File: src/rtl/mem_arb_pkg.sv
// Shared types and defaults for the two-requester memory port arbiter.
// Define MEM_ARB_FIXED_PRIO_EN to build the fixed-priority variant.
package mem_arb_pkg;

    localparam int unsigned ADDR_W     = 4;
    localparam int unsigned DATA_W     = 8;
    localparam int unsigned RD_LATENCY = 2;

    typedef logic req_id_t;

    typedef struct packed {
        logic              we;
        logic [ADDR_W-1:0] adr;
        logic [DATA_W-1:0] dat_w;
    } mem_cmd_t;

endpackage

File: src/rtl/rr_pick2.sv
// Two-way one-hot grant picker: round-robin on the last winner by default,
// fixed priority (req0 first, no last input) when MEM_ARB_FIXED_PRIO_EN is defined.
module rr_pick2
    import mem_arb_pkg::*;
(
`ifndef MEM_ARB_FIXED_PRIO_EN
    input  req_id_t    last,
`endif
    input  logic [1:0] valid,
    output logic [1:0] grant
);

`ifdef MEM_ARB_FIXED_PRIO_EN
    always_comb begin
        grant[0] = valid[0];
        grant[1] = valid[1] & ~valid[0];
    end
`else
    // On a conflict the requester that did not win last time goes first.
    always_comb begin
        grant[0] = valid[0] & (~valid[1] | last);
        grant[1] = valid[1] & (~valid[0] | ~last);
    end
`endif

endmodule

File: src/rtl/mem_port_arbiter.sv
// Shares one single-port memory between two requesters; reads return two cycles after
// acceptance. MEM_ARB_FIXED_PRIO_EN selects fixed priority instead of round-robin.
module mem_port_arbiter #(
    parameter int unsigned ADDR_W = mem_arb_pkg::ADDR_W,
    parameter int unsigned DATA_W = mem_arb_pkg::DATA_W
) (
    input  logic              clk,
    input  logic              rst,
    input  logic              req0_valid,
    output logic              req0_ready,
    input  logic              req0_we,
    input  logic [ADDR_W-1:0] req0_adr,
    input  logic [DATA_W-1:0] req0_dat_w,
    input  logic              req1_valid,
    output logic              req1_ready,
    input  logic              req1_we,
    input  logic [ADDR_W-1:0] req1_adr,
    input  logic [DATA_W-1:0] req1_dat_w,
    output logic              rsp0_valid,
    output logic [DATA_W-1:0] rsp0_dat_r,
    output logic              rsp1_valid,
    output logic [DATA_W-1:0] rsp1_dat_r,
    output logic [ADDR_W-1:0] mem_adr,
    output logic [DATA_W-1:0] mem_dat_w,
    output logic              mem_we,
    input  logic [DATA_W-1:0] mem_dat_r
);
    import mem_arb_pkg::*;

    logic [1:0] valid;
    logic [1:0] grant;
    req_id_t    cmd_owner;
    req_id_t    rsp_owner;
    logic       cmd_rd;
    logic       rsp_rd;

    assign valid = {req1_valid, req0_valid};

`ifdef MEM_ARB_FIXED_PRIO_EN
    rr_pick2 u_pick (
        .valid (valid),
        .grant (grant)
    );
`else
    req_id_t last;

    rr_pick2 u_pick (
        .last  (last),
        .valid (valid),
        .grant (grant)
    );
`endif

    assign req0_ready = grant[0] & ~rst;
    assign req1_ready = grant[1] & ~rst;

    always_ff @(posedge clk) begin
        if (rst) begin
            mem_adr   <= '0;
            mem_dat_w <= '0;
            mem_we    <= 1'b0;
            cmd_rd    <= 1'b0;
            cmd_owner <= 1'b0;
            rsp_rd    <= 1'b0;
            rsp_owner <= 1'b0;
`ifndef MEM_ARB_FIXED_PRIO_EN
            last      <= 1'b1;
`endif
        end else begin
            if (grant[1]) begin
                mem_adr   <= req1_adr;
                mem_dat_w <= req1_dat_w;
                mem_we    <= req1_we;
                cmd_rd    <= ~req1_we;
                cmd_owner <= 1'b1;
`ifndef MEM_ARB_FIXED_PRIO_EN
                last      <= 1'b1;
`endif
            end else if (grant[0]) begin
                mem_adr   <= req0_adr;
                mem_dat_w <= req0_dat_w;
                mem_we    <= req0_we;
                cmd_rd    <= ~req0_we;
                cmd_owner <= 1'b0;
`ifndef MEM_ARB_FIXED_PRIO_EN
                last      <= 1'b0;
`endif
            end else begin
                mem_we <= 1'b0;
                cmd_rd <= 1'b0;
            end
            rsp_rd    <= cmd_rd;
            rsp_owner <= cmd_owner;
        end
    end

    // Gating with rst also drops a response that falls due in the reset cycle itself.
    assign rsp0_valid = rsp_rd & ~rsp_owner & ~rst;
    assign rsp1_valid = rsp_rd & rsp_owner & ~rst;
    assign rsp0_dat_r = rsp0_valid ? mem_dat_r : '0;
    assign rsp1_dat_r = rsp1_valid ? mem_dat_r : '0;

endmodule

File: config.mk
export PLATFORM = sky130hd
export DESIGN_NAME = mem_port_arbiter
export DESIGN_NICKNAME = d
export VERILOG_FILES = /design/src/rtl/mem_arb_pkg.sv /design/src/rtl/rr_pick2.sv /design/src/rtl/mem_port_arbiter.sv
export SDC_FILE = /design/constraint.sdc
export NUM_CORES = 1
export LEC_CHECK = 0
export ABC_CLOCK_PERIOD_IN_PS = 1440
export CAP_MARGIN = 20
export CORE_ASPECT_RATIO = 2
export CORE_MARGIN = 8
export CORE_UTILIZATION = 36
export CTS_CLUSTER_SIZE = 24
export DETAILED_ROUTE_END_ITERATION = 10
export PLACE_DENSITY = 0.77
export SKIP_LAST_GASP = 1
export SLEW_MARGIN = 30
export SYNTH_ARGS = -nofsm -noshare
export SYNTH_HDL_FRONTEND = slang
export SYNTH_SLANG_ARGS = --single-unit
File: constraint.sdc
create_clock -name clk -period 1.44 [get_ports clk]
set_input_delay 0.36 -clock clk [delete_from_list [all_inputs] [get_ports clk]]
set_output_delay 0.36 -clock clk [all_outputs]
set_load 0.005 [all_outputs]
==> results of run 1 <==
power groups by stage:
stage	Sequential, W	Clock [W]	Combinational [W]
2_1_floorplan	0.000568	0	0.000162
3_3_place_gp	0.000565	0	0.000383
3_5_place_dp	0.000567	0	0.000392
5_1_grt	0.000560	0.000448	0.000421
4_1_cts	0.000556	0.000427	0.000383
6_report	0.000556	0.000412	0.000386
final timing paths:
kind	from	end	slack, ns	cells past startpoint
max	rsp_rd$_SDFF_PP0_	rsp0_dat_r[7]	-0.22	6
min	cmd_rd$_SDFF_PP0_	rsp_rd$_SDFF_PP0_	0.44	1
max reg2reg	last$_SDFFE_PP1P_	mem_dat_w[7]$_SDFFE_PP0P_	0.22	4
min reg2reg	cmd_rd$_SDFF_PP0_	rsp_rd$_SDFF_PP0_	0.44	1
synth_stat cells:
cell type,instances
dfxtp_1,18
and2_1,16
nor2_1,14
nor3b_1,13
mux2i_1,12
a2111oi_2,9
a2111oi_1,3
buf_6,3
nor2b_1,3
a21oi_1,2
buf_1,2
clkbuf_1,2
nand2_1,2
a21bo_4,1
and3b_1,1
buf_12,1
buf_2,1
inv_1,1
inv_2,1
nand2b_1,1
nand3_1,1
nor3_1,1
o211ai_1,1
o21ai_0,1
o32a_1,1
layout make-up:
| cell class | instances | area share |
|---|---|---|
| repair buffers | 96 | 0.423 |
| clock buffers | 4 | 0.0274 |
| flip-flops and latches | 18 | 0.183 |
| multi-input cells | 83 | 0.344 |
| well taps | 30 | 0.0187 |
| inverters | 2 | 0.00374 |
registers in the layout (all words and copies together) (netlist names):
signal     flops
mem_adr        4
cmd_owner      1
rsp_rd         1
last           1
cmd_rd         1
mem_dat_w      8
mem_we         1
rsp_owner      1
worst max-delay path, cell delays in order, from the launching register on:
cell and delay [ns]:
dfxtp_2 0.33, nor3b_4 0.14, buf_4 0.13, buf_6 0.12
buf_6 0.10, and2_4 0.12, buf_6 0.11
what timing repair did:
item | in CTS | in global routing
setup buffers | 10 | 1
resized for setup | 121 | 16
cloned | 2 | 0
hold endpoints to repair | 0 | 0
endpoints found under the setup margin | 46 | 18
pin swaps | 14 | 1
metal layers:
metal,vias to the layer above,share of wire
met1,529,0.35
met4,0,0.038
met3,12,0.10
met2,70,0.51
met5,-,0
li1,583,-
through the flow:
| stage | cells | TNS [ns] | hold slack (ns) | setup WS (ns) | power (W) |
|---|---|---|---|---|---|
| 2_1_floorplan | 111 | 0 | 0.414 | 0.0328 | 0.000730 |
| 3_3_place_gp | 216 | -17.50 | 0.420 | -0.687 | 0.000948 |
| 3_5_place_dp | 216 | -18.76 | 0.439 | -0.748 | 0.000959 |
| 4_1_cts | 232 | -1.92 | 0.448 | -0.225 | 0.00137 |
| 5_1_grt | 233 | -3.27 | 0.458 | -0.296 | 0.00143 |
| 6_report | 233 | -2.41 | 0.443 | -0.222 | 0.00135 |
logic make-up after synthesis:
group | Yosys count | synth area share
flops | 18 | 0.334
mux | 12 | 0.112
simple gates | 52 | 0.280
buf+inv | 11 | 0.0755
compound gates | 18 | 0.199
==> flow_summary.yaml, run 1 <==
detailed_routing:
  avgViaCountPerCell: 5.12
  dr.pass1.iters: 4
  vias: 1194
  ant_nets: 0
  wl_um: 3920
  drc_errors: 0
  wl_per_cell_um: 16.8
  drt_iter0_markers: 8
yosys:
  synth_area_leaders: "dfxtp_1 (33%), a2111oi_2 (13%), mux2i_1 (11%)"
  syn_avg_cell_area_um2: 9.71
  syn_inst: 111
  yosysWarnings: 0
  seq_area_frac_synth: 0.334
  synth_area_um2: 1080
  netlist-cell-type-count: 25
  yosysTopAreaCell: "dfxtp_1"
  synth_top_area_share: 0.334
  syn-num-nets: 149
  ys_ff_latch: 18
clocking:
  cts_made_buffers: 3
  holdBufCountCts: 0
  cts-root-buf: "clkbuf_8"
  htreeDepth: 1
  cts.sinks: 18
  insertion_delay_ns: 0.25
  clockBufferDepth: 2
  cts_tree: "built"
  path_clk_slew_ns: 0.07
hold_path:
  holdCritPathClass: "flop to flop"
pwr:
  p_leak_nw: 0.921
  p_comb_frac: 0.285
  irDropWorstVdd_uv: 646
  p_seq_frac: 0.411
  switching_share: 0.251
  intPower_w: 0.00101
  clkPwrFrac: 0.304
  p_switching_w: 0.000340
  power_density_nw_per_um2: 675
critical_path:
  critPathRequiredTime_ns: 1.08
  path_class: "flop to primary output"
  startpoint_type: "flop"
  cp-end-kind: "primary output"
  arrival_ns: 1.30
  worst-path-max-fanout: 4
run_status:
  status: "finished with violations"
  failed_checks: "setup timing"
floorplan:
  dieWidth_um: 54.7
  core_um2: 2910
  io_pins: 71
  chipHeight_um: 93.4
  dieArea_um2: 5100
  initial_core_util: 0.370
  rows: 28
timing:
  fmaxAchievable_mhz: 602
  post-route-min-period_ns: 1.66
  fin_crit_sh: 1.15
  maxSlewHeadroom: 0.791
  setup_viol: 16
  hold_viol: 0
  slew_viol_final: 0
  skew_ns: 0.00175
  tightest_slew_ns: 0.313
  setup_slack_ns: -0.222
  rsz0062_at_grt: "true"
placement:
  hpwlAfterDp_um: 3050
  portBuffers: 70
  placed_area_um2: 1850
  finalWeightedCongestion: 0.842
layout:
  multiInputGateArea_um2: 691
  syn2layout_area_growth_pct: 86.3
  diodes: 0
  finish.utilization: 0.690
  drive_above_1_share: 0.384
  finalInstanceArea_um2: 2010
  final_common_cell: "clkdlybuf4s50_1"
  finalNetCount: 242
  seq_area_um2: 367
  nFillCells: 250
  layout_common_cells: "clkdlybuf4s50_1 (31), buf_4 (20), dlygate4sd2_1 (16)"
global_route:
  grt_pass1_vias: 1338
  grt_max_degree: 15
  busiest_layer: "met2"
  met1_usage: 0.150
  use_met3: 0.0445
  grtUsageMet2: 0.270
  grt-ovfl-total: 0
  track_usage: 0.152
  grt_pass1_wl_um: 6030
  grt_antenna_before_repair: 0
job:
  max_cap_viol_count: 0
Power figures use the tool's default switching activity.
==> run 2: changes to the inputs <==
Settings changed: MAX_ROUTING_LAYER set to met4.
==> run 2 against run 1 <==
Compared with the run above: the run still ends with setup timing left; clock power about the same; routed wire length unchanged; critical path depth unchanged; global-route usage increased by 0.40 points; first-iteration DRC count unchanged; non-clock buffer count unchanged; flip-flop and latch count unchanged; cell count unchanged; critical path type unchanged; critical endpoint unchanged; highest routed layer unchanged.
==> flow_summary.yaml, run 2 (same netlist as run 1, synthesis figures left out) <==
run_status:
  status: "finished with violations"
  failed_checks: "setup timing"
critical_path:
  critPathRequiredTime_ns: 1.08
  crit_buf_inv: 4
  crit_family: "buffers and inverters"
  crit_top_cell: "buf_6"
  startpoint: "rsp_rd$_SDFF_PP0_"
  reg2reg_depth: 4
  max_stage_delay_ns: 0.33
  startpoint_type: "flop"
  cp-end-kind: "primary output"
  worst-path-max-fanout: 4
  crit_chain: "nor3b_4 -> buf_4 -> buf_6 -> buf_6 -> and2_4 -> buf_6"
  cp_slowest_cell: "dfxtp_2"
  path_class: "flop to primary output"
  regToRegSetupSlack_ns: 0.22
  r2r-end: "mem_dat_w[7]$_SDFFE_PP0P_"
  reg2reg_from: "last$_SDFFE_PP1P_"
  arrival_ns: 1.30
clocking:
  insertion_delay_ns: 0.25
  htreeDepth: 1
  cts_made_buffers: 3
  clockBufferDepth: 2
  path_clk_slew_ns: 0.07
  cts_tree: "built"
  cts-root-buf: "clkbuf_8"
  cts.sinks: 18
  holdBufCountCts: 0
hold_path:
  min-delay-start: "cmd_rd$_SDFF_PP0_"
  holdCritPathClass: "flop to flop"
  holdPathEnd: "rsp_rd$_SDFF_PP0_"
  hold_depth: 1
floorplan:
  core_um2: 2910
  rows: 28
  dieArea_um2: 5100
  dieWidth_um: 54.7
  chipHeight_um: 93.4
  io_pins: 71
  initial_core_util: 0.370
layout:
  final_common_cell: "clkdlybuf4s50_1"
  finalNetCount: 242
  layout_common_cells: "clkdlybuf4s50_1 (31), buf_4 (20), dlygate4sd2_1 (16)"
  diodes: 0
  layout.cells.non_filler: 233
  largest-register: "mem_dat_w"
  reg_top3: "mem_dat_w: 8 flops, mem_adr: 4 flops"
  syn2layout_area_growth_pct: 86.3
  largest_register_ffs: 8
  drive_above_1_share: 0.384
detailed_routing:
  drt_iter0_markers: 8
  avgViaCountPerCell: 5.12
  wl_per_cell_um: 16.8
  dr.pass1.iters: 4
  wl_met3_um: 317
  ant_nets: 0
  vias: 1194
  top_layer: "met4"
  wl_um: 3920
  drc_errors: 0
  m1WireLength_um: 1460
  wl_met2_um: 2000
pwr:
  p_leak_nw: 0.921
  p_seq_frac: 0.411
  power_density_nw_per_um2: 675
  intPower_w: 0.00101
  irDropWorstVdd_uv: 646
  switching_share: 0.251
  p_comb_frac: 0.285
  p_switching_w: 0.000340
  clkPwrFrac: 0.304
global_route:
  grt_pass1_vias: 1338
  grt_max_degree: 15
  grt_pass1_wl_um: 6040
  grt_antenna_before_repair: 0
  track_usage: 0.156
  grt-ovfl-total: 0
timing:
  tightest_slew_ns: 0.313
  fin_crit_sh: 1.15
  post-route-min-period_ns: 1.66
  fmaxAchievable_mhz: 602
  hold_viol: 0
  maxSlewHeadroom: 0.791
  setup_viol: 16
  whs_ns: 0.443
  slew_viol_final: 0
  skew_ns: 0.00164
  setup_slack_ns: -0.222
  rsz0062_at_grt: "true"
placement:
  finalWeightedCongestion: 0.855
  portBuffers: 70
  hpwlAfterDp_um: 3050
  dpl.cell_count: 216
job:
  max_cap_viol_count: 0
-- run 2: cell counts in the layout (fill, tap and decap cells not counted) --
No cell type changed its count.
-- run 2: worst max path at each step --
stage                          to  cells past startpoint
finish              rsp0_dat_r[7]                      6
global placement    rsp1_dat_r[3]                      4
detailed placement  rsp1_dat_r[3]                      4
floorplan           rsp0_dat_r[0]                      2
CTS                 rsp0_dat_r[7]                      6
global route        rsp0_dat_r[7]                      6
-- run 2: what timing repair did --
item | CTS | global route
pin swaps | 14 | 1
buffers inserted | 10 | 1
gates cloned | 2 | 0
hold endpoints to repair | 0 | 0
endpoints found under the setup margin | 46 | 18
gates resized for setup | 121 | 16
-- run 2: stage by stage --
| stage | total power [W] | setup TNS (ns) | area, um2 | utilization | setup WS (ns) |
|---|---|---|---|---|---|
| finish | 0.00135 | -2.41 | 2010 | 0.690 | -0.222 |
| global route | 0.00143 | -3.27 | 2010 | 0.690 | -0.296 |
| CTS | 0.00137 | -1.92 | 1930 | 0.664 | -0.225 |
| detailed placement | 0.000959 | -18.76 | 1850 | 0.635 | -0.748 |
| global placement | 0.000948 | -17.50 | 1850 | 0.635 | -0.687 |
| floorplan | 0.000730 | 0 | 1080 | - | 0.0328 |
-- run 2: final cells by class --
type | instances | area (um2)
fillers | 250 | 901
repair buffers | 96 | 850
multi-input cells | 83 | 691
flip-flops and latches | 18 | 367
clock buffers | 4 | 55.1
well taps | 30 | 37.5
inverters | 2 | 7.51
-- run 2: power groups by stage --
stage                     combinational, W  clock (W)  sequential, W
after floorplan                   0.000162          0       0.000568
after global placement            0.000383          0       0.000565
after detailed placement          0.000392          0       0.000567
after CTS                         0.000383   0.000427       0.000556
after global routing              0.000421   0.000448       0.000560
final                             0.000386   0.000412       0.000556
-- run 2: worst reg2reg max path: cells and delay by family (launching register included) --
kind,cells,cell delay [ns]
buffers and inverters,2,0.27
AOI/OAI and AO/OA,1,0.35
and+or+nand+nor,1,0.13
DFF,1,0.36
-- run 2: metal layers --
| layer | global-route usage | vias to the layer above |
|---|---|---|
| met5 | - | - |
| met4 | 0.0702 | 0 |
| met3 | 0.0270 | 12 |
| met2 | 0.270 | 70 |
| met1 | 0.160 | 529 |
| li1 | - | 583 |
==> run 3: changes to the inputs <==
Settings changed: ABC_CLOCK_PERIOD_IN_PS 1440 to 1740.
Clock period 1.44 ns to 1.74 ns, I/O delays scaled along.
==> run 3 against run 2 <==
Compared with the run above: sequential power decreased by 17%; largest cell class unchanged; non-clock buffer count decreased by 6; flip-flop and latch count is the same; combinational power decreased by 16%; register-to-register slack improved by 0.27 ns; first-iteration DRC count increased by 25%; hold slack got worse by 0.00097 ns; clock skew rose by 0.0011 ns; die area did not move; global-route usage increased by 0.12 points; critical endpoint unchanged; setup slack better by 0.25 ns; the run now ends clean; design area shrank 2.1%.
==> flow_summary.yaml, run 3 (same netlist as run 1, synthesis figures left out) <==
global_route:
  grt_max_degree: 15
  grt_pass1_wl_um: 6130
  track_usage: 0.158
  grt_antenna_before_repair: 0
  grt_pass1_vias: 1345
  grt-ovfl-total: 0
critical_path:
  max_stage_delay_ns: 0.35
  arrival_ns: 1.28
  regToRegSetupSlack_ns: 0.49
  worst-path-max-fanout: 3
  startpoint_type: "flop"
  critPathRequiredTime_ns: 1.30
  r2r-end: "mem_dat_w[1]$_SDFFE_PP0P_"
  reg2reg_depth: 4
  cp-end-kind: "primary output"
  path_class: "flop to primary output"
  crit_family: "flip-flops"
  cp_slowest_cell: "dfxtp_2"
  crit_chain: "nor3b_4 -> buf_2 -> buf_6 -> and2_4 -> buf_6"
  reg2reg_from: "last$_SDFFE_PP1P_"
  crit_buf_inv: 3
  crit_top_cell: "buf_6"
pwr:
  irDropWorstVdd_uv: 535
  p_total_w: 0.00113
  power_density_nw_per_um2: 575
  p_leak_nw: 0.877
detailed_routing:
  drt_iter0_markers: 10
  ant_nets: 0
  drc_errors: 0
  dr.pass1.iters: 4
  wl_per_cell_um: 17.2
  avgViaCountPerCell: 5.22
  vias: 1185
  wl_um: 3900
layout:
  drive_above_1_share: 0.320
  largest-register: "mem_dat_w"
  reg_top3: "mem_dat_w: 8 flops, mem_adr: 4 flops"
  syn2layout_area_growth_pct: 82.3
  diodes: 0
  layout_common_cells: "clkdlybuf4s50_1 (44), dfxtp_1 (16), buf_4 (16)"
  largest_register_ffs: 8
  finalNetCount: 236
  final_common_cell: "clkdlybuf4s50_1"
timing:
  maxSlewHeadroom: 0.799
  post-route-min-period_ns: 1.71
  fin_setup_tns_ns: 0
  fin_crit_sh: 0.985
  tightest_slew_ns: 0.301
  rsz0062_at_grt: "true"
  slew_viol_final: 0
  skew_ns: 0.00270
  setup_viol: 0
  fmaxAchievable_mhz: 583
  hold_viol: 0
hold_path:
  holdCritPathClass: "flop to flop"
  min-delay-start: "cmd_rd$_SDFF_PP0_"
  holdPathEnd: "rsp_rd$_SDFF_PP0_"
  hold_depth: 1
clocking:
  cts-root-buf: "clkbuf_8"
  cts_made_buffers: 3
  cts.sinks: 18
  clockBufferDepth: 2
  insertion_delay_ns: 0.26
  cts_tree: "built"
  htreeDepth: 1
  path_clk_slew_ns: 0.07
run_status:
  status: "complete, no violations"
placement:
  portBuffers: 70
  hpwlAfterDp_um: 3050
  finalWeightedCongestion: 0.855
floorplan:
  dieWidth_um: 54.7
  core_um2: 2910
  chipHeight_um: 93.4
  dieArea_um2: 5100
  rows: 28
  io_pins: 71
  initial_core_util: 0.370
job:
  max_cap_viol_count: 0
[run 3: changes by cell type in the layout (fill, tap and decap cells not counted), moves of 3 or more]
cell,before,now
clkbuf_2,0,6
dlymetal6s2s_1,0,3
clkdlybuf4s50_1,31,44
buf_4,20,16
dlygate4sd2_1,16,6
buf_6,14,10
buf_2,12,4
[run 3: worst max-delay path by stage]
| stage | startpoint | end | cells past startpoint |
|---|---|---|---|
| 6_report | rsp_rd$_SDFF_PP0_ | rsp0_dat_r[7] | 5 |
| 5_1_grt | rsp_rd$_SDFF_PP0_ | rsp0_dat_r[7] | 5 |
| 3_5_place_dp | rst | rsp1_dat_r[3] | 4 |
| 2_1_floorplan | rst | rsp0_dat_r[0] | 2 |
| 4_1_cts | rsp_owner$_SDFF_PP0_ | rsp1_dat_r[0] | 3 |
| 3_3_place_gp | rst | rsp1_dat_r[3] | 4 |
[run 3: layout make-up]
type,count,area [um2]
fillers,230,943
multi-input cells,83,676
flip-flops and latches,18,365
repair buffers,90,823
inverters,2,7.51
clock buffers,4,55.1
well taps,30,37.5
[run 3: through the flow]
stage	hold WS, ns	cells	util	area, um2	setup WS [ns]
after CTS	0.446	228	0.660	1920	-0.113
after floorplan	0.414	111	-	1080	0.183
after global routing	0.461	227	0.676	1960	-0.0435
final	0.442	227	0.676	1960	0.0253
after detailed placement	0.429	216	0.635	1850	-0.600
after global placement	0.420	216	0.635	1850	-0.537
[run 3: power by group]
group	switching, W	internal (W)
Combinational	0.000122	0.000202
Clock	0.000144	0.000201
Sequential	0.0000174	0.000443
Total	0.000283	0.000847
[run 3: worst register-to-register path: cells and delay by family (launching register included)]
| kind | cells | cell delay, ns |
|---|---|---|
| AO/OA/AOI/OAI | 2 | 0.45 |
| flip-flops | 1 | 0.42 |
| buffers and inverters | 1 | 0.19 |
| AND/OR/NAND/NOR | 1 | 0.08 |
[run 3: what timing repair did]
item / 4_1_cts / 5_1_grt
gates cloned: 2 / 0
setup buffers: 7 / 0
resized for setup: 63 / 32
setup endpoints to repair: 20 / 17
hold buffers: 0 / 0
pin swaps: 4 / 1
[run 3: per-layer routing]
metal / GRT usage / vias to the layer above / share of wire
li1: - / 573 / -
met1: 0.160 / 533 / 0.35
met2: 0.264 / 69 / 0.51
met3: 0.0461 / 10 / 0.11
met4: 0.0661 / 0 / 0.023
met5: - / - / 0
